<file path="src/rtl/fft_pkg.sv">
// Shared types and constants for the radix-2 DIT FFT sequencing logic.
package fft_pkg;

  localparam int unsigned LOG2N_DEFAULT = 4;
  localparam int unsigned N_DEFAULT     = 1 << LOG2N_DEFAULT;
  localparam int unsigned HALF_N_DEFAULT = N_DEFAULT / 2;

  typedef enum logic [2:0] {
    ST_IDLE  = 3'd0,
    ST_RUN   = 3'd1,
    ST_GAP   = 3'd2,
    ST_DRAIN = 3'd3,
    ST_DONE  = 3'd4
  } sched_state_t;

  // Stage counter width; never allowed to collapse to zero bits.
  function automatic int unsigned stage_width(input int unsigned log2n);
    return (log2n > 1) ? $clog2(log2n) : 1;
  endfunction

  localparam int unsigned STAGE_W_DEFAULT = stage_width(LOG2N_DEFAULT);

endpackage

</file>
<file path="src/rtl/fft_addr_gen.sv">
// Combinational butterfly address generator: (stage, k) -> read pair and twiddle index.
module fft_addr_gen
  import fft_pkg::*;
#(
  parameter int unsigned LOG2N = LOG2N_DEFAULT,
  parameter int unsigned SW    = stage_width(LOG2N)
) (
  input  logic [SW-1:0]    stage,
  input  logic [LOG2N-2:0] k,
  output logic [LOG2N-1:0] addr_a,
  output logic [LOG2N-1:0] addr_b,
  output logic [LOG2N-2:0] twiddle_index
);

  localparam int unsigned  KW      = LOG2N - 1;
  localparam logic [SW:0]  TW_BASE = (SW+1)'(LOG2N - 1);

  logic [KW-1:0]    mask_s;
  logic [KW-1:0]    pos_s;
  logic [KW-1:0]    grp_s;
  logic [LOG2N-1:0] span_s;
  logic [SW:0]      grp_shift_s;
  logic [SW:0]      tw_shift_s;

  // Split k into position-within-group and group index, then interleave a zero bit at position s.
  always_comb begin
    mask_s        = ~({KW{1'b1}} << stage);
    pos_s         = k & mask_s;
    grp_s         = k >> stage;
    span_s        = {{(LOG2N-1){1'b0}}, 1'b1} << stage;
    grp_shift_s   = {1'b0, stage} + {{SW{1'b0}}, 1'b1};
    tw_shift_s    = TW_BASE - {1'b0, stage};
    addr_a        = ({1'b0, grp_s} << grp_shift_s) | {1'b0, pos_s};
    addr_b        = addr_a + span_s;
    twiddle_index = pos_s << tw_shift_s;
  end

endmodule

</file>
<file path="src/rtl/fft_butterfly_scheduler.sv">
// Stage/butterfly sequencer for an in-place radix-2 DIT FFT: issues reads, twiddle
// indices and one-cycle-delayed write-backs.
module fft_butterfly_scheduler
  import fft_pkg::*;
#(
  parameter int unsigned LOG2N = LOG2N_DEFAULT
) (
  input  logic                            clk,
  input  logic                            n_rst,
  input  logic                            start,
  input  logic                            abort,
  output logic                            busy,
  output logic                            done,
  output logic                            rd_en,
  output logic [LOG2N-1:0]                rd_addr_a,
  output logic [LOG2N-1:0]                rd_addr_b,
  output logic [LOG2N-2:0]                twiddle_index,
  output logic                            wr_en,
  output logic [LOG2N-1:0]                wr_addr_a,
  output logic [LOG2N-1:0]                wr_addr_b,
  output logic [stage_width(LOG2N)-1:0]   stage
);

  localparam int unsigned     SW         = stage_width(LOG2N);
  localparam int unsigned     KW         = LOG2N - 1;
  localparam logic [KW-1:0]   K_LAST     = {KW{1'b1}};
  localparam logic [SW-1:0]   LAST_STAGE = SW'(LOG2N - 1);

  sched_state_t     state_r, next_state_s;
  logic [KW-1:0]    k_r, next_k_s;
  logic [SW-1:0]    stage_r, next_stage_s;
  logic [LOG2N-1:0] addr_a_s, addr_b_s;
  logic [KW-1:0]    tw_s;

  logic             busy_r, done_r, rd_en_r, wr_en_r;
  logic [LOG2N-1:0] rd_addr_a_r, rd_addr_b_r, wr_addr_a_r, wr_addr_b_r;
  logic [KW-1:0]    twiddle_r;

  // Addresses are generated from the next (stage, k) so the read strobe and its addresses leave flops together.
  fft_addr_gen #(.LOG2N(LOG2N), .SW(SW)) u_addr_gen (
    .stage         (next_stage_s),
    .k             (next_k_s),
    .addr_a        (addr_a_s),
    .addr_b        (addr_b_s),
    .twiddle_index (tw_s)
  );

  // Next-state and counter logic; abort overrides everything including start.
  always_comb begin
    next_state_s = state_r;
    next_k_s     = k_r;
    next_stage_s = stage_r;
    if (abort) begin
      next_state_s = ST_IDLE;
      next_k_s     = {KW{1'b0}};
      next_stage_s = {SW{1'b0}};
    end else begin
      case (state_r)
        ST_IDLE: begin
          next_k_s     = {KW{1'b0}};
          next_stage_s = {SW{1'b0}};
          if (start) begin
            next_state_s = ST_RUN;
          end else begin
            next_state_s = ST_IDLE;
          end
        end
        ST_RUN: begin
          if (k_r == K_LAST) begin
            next_k_s     = {KW{1'b0}};
            next_state_s = (stage_r == LAST_STAGE) ? ST_DRAIN : ST_GAP;
          end else begin
            next_k_s     = k_r + KW'(1);
          end
        end
        ST_GAP: begin
          next_state_s = ST_RUN;
          next_k_s     = {KW{1'b0}};
          next_stage_s = stage_r + SW'(1);
        end
        ST_DRAIN: next_state_s = ST_DONE;
        ST_DONE: begin
          next_state_s = ST_IDLE;
          next_stage_s = {SW{1'b0}};
        end
        default: begin
          next_state_s = ST_IDLE;
          next_k_s     = {KW{1'b0}};
          next_stage_s = {SW{1'b0}};
        end
      endcase
    end
  end

  // FSM state and counter registers.
  always_ff @(posedge clk or negedge n_rst) begin
    if (!n_rst) begin
      state_r <= ST_IDLE;
      k_r     <= {KW{1'b0}};
      stage_r <= {SW{1'b0}};
    end else begin
      state_r <= next_state_s;
      k_r     <= next_k_s;
      stage_r <= next_stage_s;
    end
  end

  // Registered outputs; the write side trails the read side by one cycle and drops a write pending at abort.
  always_ff @(posedge clk or negedge n_rst) begin
    if (!n_rst) begin
      busy_r      <= 1'b0;
      done_r      <= 1'b0;
      rd_en_r     <= 1'b0;
      rd_addr_a_r <= {LOG2N{1'b0}};
      rd_addr_b_r <= {LOG2N{1'b0}};
      twiddle_r   <= {KW{1'b0}};
      wr_en_r     <= 1'b0;
      wr_addr_a_r <= {LOG2N{1'b0}};
      wr_addr_b_r <= {LOG2N{1'b0}};
    end else begin
      busy_r      <= (next_state_s != ST_IDLE);
      done_r      <= (next_state_s == ST_DONE);
      rd_en_r     <= (next_state_s == ST_RUN);
      rd_addr_a_r <= (next_state_s == ST_RUN) ? addr_a_s : {LOG2N{1'b0}};
      rd_addr_b_r <= (next_state_s == ST_RUN) ? addr_b_s : {LOG2N{1'b0}};
      twiddle_r   <= (next_state_s == ST_RUN) ? tw_s : {KW{1'b0}};
      wr_en_r     <= rd_en_r & ~abort;
      wr_addr_a_r <= rd_addr_a_r;
      wr_addr_b_r <= rd_addr_b_r;
    end
  end

  assign busy          = busy_r;
  assign done          = done_r;
  assign rd_en         = rd_en_r;
  assign rd_addr_a     = rd_addr_a_r;
  assign rd_addr_b     = rd_addr_b_r;
  assign twiddle_index = twiddle_r;
  assign wr_en         = wr_en_r;
  assign wr_addr_a     = wr_addr_a_r;
  assign wr_addr_b     = wr_addr_b_r;
  assign stage         = stage_r;

endmodule

</file>
<file path="config.mk">
export PLATFORM = sky130hd
export DESIGN_NAME = fft_butterfly_scheduler
export DESIGN_NICKNAME = d
export VERILOG_FILES = /design/src/rtl/fft_pkg.sv /design/src/rtl/fft_addr_gen.sv /design/src/rtl/fft_butterfly_scheduler.sv
export SDC_FILE = /design/constraint.sdc
export NUM_CORES = 1
export LEC_CHECK = 0
export CORE_MARGIN = 4
export CORE_UTILIZATION = 46
export DETAILED_ROUTE_END_ITERATION = 8
export PLACE_DENSITY = 0.78
export SYNTH_ARGS = -nofsm -noshare
export SYNTH_HDL_FRONTEND = slang
export SYNTH_SLANG_ARGS = --single-unit
</file>
<file path="constraint.sdc">
create_clock -name clk -period 2.7 [get_ports clk]
set_clock_uncertainty 0.1 [all_clocks]
set_input_delay 0.54 -clock clk [delete_from_list [all_inputs] [get_ports clk]]
set_output_delay 0.54 -clock clk [all_outputs]
set_load 0.02 [all_outputs]
</file>
==> results of run 1 <==
layer usage:
metal / vias to the layer above / global-route usage
li1: 614 / -
met1: 662 / 0.249
met2: 69 / 0.379
met3: 19 / 0.0520
met4: 0 / 0.127
met5: - / 0
cell usage after synthesis, types with 2 or more instances:
cell | number | area, um^2
nand2_1 | 9 | 33.8
dfrtp_1 | 31 | 776
a21o_1 | 2 | 15.0
and3_2 | 2 | 15.0
and3_1 | 2 | 12.5
nand3b_1 | 2 | 15.0
a31oi_1 | 2 | 12.5
nor2b_1 | 2 | 12.5
nor2_1 | 11 | 41.3
and2_1 | 2 | 12.5
ha_1 | 11 | 138
nor3_1 | 3 | 15.0
o21ai_0 | 3 | 15.0
a21oi_1 | 5 | 25.0
nand3_1 | 4 | 20.0
inv_1 | 5 | 18.8
a211oi_1 | 2 | 15.0
through the flow:
| step | util | worst slack (ns) | TNS (ns) | hold WS, ns |
|---|---|---|---|---|
| after floorplan | - | -0.00937 | -0.00937 | 0.144 |
| after global placement | 0.695 | -0.325 | -0.769 | 0.258 |
| after detailed placement | 0.695 | -0.459 | -1.09 | 0.261 |
| after CTS | 0.755 | -0.0926 | -0.115 | 0.281 |
| after global routing | 0.789 | -0.275 | -0.868 | 0.279 |
| final | 0.789 | -0.172 | -0.371 | 0.278 |
repair_timing:
item,4_1_cts,5_1_grt
pin swaps,5,10
hold endpoints to repair,0,0
endpoints found under the setup margin,2,6
gates resized for setup,8,14
buffers inserted,10,4
logic make-up (layout without fill, tap and decap cells):
group | Yosys count | after routing | share of synthesized area
buf+inv | 8 | 93 | 0.0278
mux | 1 | 1 | 0.00928
xor+xnor | 2 | 2 | 0.0118
simple gates | 49 | 49 | 0.197
flops | 31 | 31 | 0.523
fa+ha+maj | 12 | 12 | 0.106
compound gates | 25 | 25 | 0.125
worst max-delay path by stage:
stage               startpoint           end  slack (ns)  cells after the start
detailed placement       abort  rd_addr_b[3]       -0.46                     12
global placement         abort  rd_addr_b[3]       -0.32                     13
floorplan             stage[0]  rd_addr_b[3]      -0.009                     15
CTS                   stage[0]  rd_addr_b[3]       -0.09                     13
finish                   abort  rd_addr_b[3]       -0.17                     13
global route          stage[1]  rd_addr_b[3]       -0.28                     14
power breakdown:
| group | total, mW | switching [mW] | internal [mW] |
|---|---|---|---|
| sequential | 0.479 | 0.00575 | 0.473 |
| clock | 0.392 | 0.173 | 0.219 |
| combinational | 0.0865 | 0.0475 | 0.0390 |
flip-flops by register name, summed over array words and instances (netlist names):
register / cells
twiddle_index: 3
busy: 1
k_r: 3
wr_addr_b: 4
rd_addr_b: 4
rd_en: 1
wr_addr_a: 4
stage: 2
rd_addr_a: 4
done: 1
wr_en: 1
state_r: 3
cell type report:
cell class	count	area [um^2]	share of cell area
multi-input cells	89	816	0.336
flip-flops and latches	31	778	0.320
repair buffers	79	667	0.274
well taps	44	55.1	0.0227
clock buffers	6	51.3	0.0211
clock inverters	2	35.0	0.0144
inverters	6	27.5	0.0113
critical path: cells and delay by family:
kind / cells / cell delay, ns
AO/OA/AOI/OAI: 4 / 0.55
adder cells (fa/ha/maj): 2 / 0.52
buffers and inverters: 1 / 0.48
AND/OR/NAND/NOR: 6 / 0.98
==> qor.yml, run 1 <==
critical_path:
  cp.arrival_ns: 3.06
  endpoint_kind: "register"
  r2r-end: "rd_addr_b[3]"
  crit_required_ns: 2.88
  cp-start-kind: "input pin"
  critical_path.slowest_cell: "clkdlybuf4s50_1"
  crit_top_cell: "a21oi_2"
  regToRegStartpoint: "stage[0]"
  r2r_cells: 14
  path_max_fanout: 5
  path_cells: "clkdlybuf4s50_1 > nor2_4 > o21a_4 > ha_4 > nand2b_4 > nor2_1 > nand3_1 > nand3_2 > ha_1 > a21o_1 > a21oi_2 > or4_1 > a21oi_2"
  rrSetupSlack_ns: -0.15
  worstSetupPathType: "in -> reg"
  cpPeakStageDelay_ns: 0.48
floorplanning:
  dieWidth_um: 64.8
  ioPinCount: 29
  start_util: 0.482
  dieArea_um2: 4200
  core-area_um2: 3080
  die_height_um: 64.8
  fp-row-count: 20
sta:
  finalHoldViolations: 0
  fmax_mhz: 348
  worst_pin_slew_ns: 0.399
  maxSlewViolCount: 0
  period_share: 1.06
  slew_headroom: 0.731
  setup_viol: 5
  worst_slack_ns: -0.172
  period_needed_ns: 2.87
  rsz0062_at_grt: "yes"
clock_network:
  clk_pin_slew_ns: 0.12
  cts_hold_buf: 0
  clockBufferDepth: 2
  cts_tree: "yes"
  insertion_delay_ns: 0.35
  cts_made_buffers: 5
  cts.sinks: 31
  cts.htree.levels: 2
  root_buffer: "clkbuf_4"
global_routing:
  grt_pass1_wl_mm: 6.96
  grt_max_degree: 32
  grt_pass1_vias: 1406
  grt_antenna_before_repair: 0
  grt_use_total: 0.221
  grt-ovfl-total: 0
synth:
  synth_cell_type_count: 47
  avgSynthCellArea_um2: 11.6
  synth-edff-count: 0
  async_reset_ff_frac: 1.00
  ys_ff_latch: 31
  syn_inst: 128
  synthesis.nets: 144
  ys_seq_area_frac: 0.523
  ys.flop_type: "dfrtp_1"
  netlist_area_um2: 1480
  yosys_warnings: 0
hold_path:
  holdCritStartpoint: "rd_addr_a[0]"
  min_to: "wr_addr_a[0]"
  min_path_type: "reg -> reg"
  holdPathStages: 0
finish:
  final_cell_mix: "50 x buf_4, 29 x dfrtp_1, 28 x clkdlybuf4s50_1"
  fillCellCount: 172
  final_area_um2: 2430
  fin_cells: 257
  nets: 228
  area_delta_synth_final_pct: 63.9
  final_common_cell: "buf_4"
  n_antenna_cell: 0
  drive_above_1_share: 0.455
drt:
  ant_nets: 0
  via_per_inst: 5.31
  drtIter0Drc: 120
  wl_mm: 4.61
  dr_wl_met3_um: 286
  wl_per_cell_um: 17.9
  met1Wirelength_mm: 1.78
  firstDrtPassIters: 4
  top_layer_used: "met4"
  dr_wl_met2_mm: 2.37
  vias: 1364
  drc: 0
placement:
  post-place-cells: 235
  gp_congestion: 0.904
  dp_hpwl_mm: 2.82
  placedInstanceArea_um2: 2140
  portBuffers: 28
power:
  p_leak_nw: 1.17
  power.density_nw_per_um2: 394
  total_power_mw: 0.957
  ir_drop_mv: 0.226
run:
  cap_violations: 0
outcome:
  violations: "negative setup slack"
  status: "complete, but fails checks"
Note: power is estimated with default switching activity, not from simulation.
==> inputs of run 2 (changes only) <==
--- a/config.mk
+++ b/config.mk
@@ -8,6 +8,7 @@
 export CORE_MARGIN = 4
 export CORE_UTILIZATION = 46
 export DETAILED_ROUTE_END_ITERATION = 8
+export GPL_ROUTABILITY_DRIVEN = 0
 export PLACE_DENSITY = 0.78
 export SYNTH_ARGS = -nofsm -noshare
 export SYNTH_HDL_FRONTEND = slang
==> results of run 2 <==
No change in the layout: final DEF, timing and power equal those of run 1.
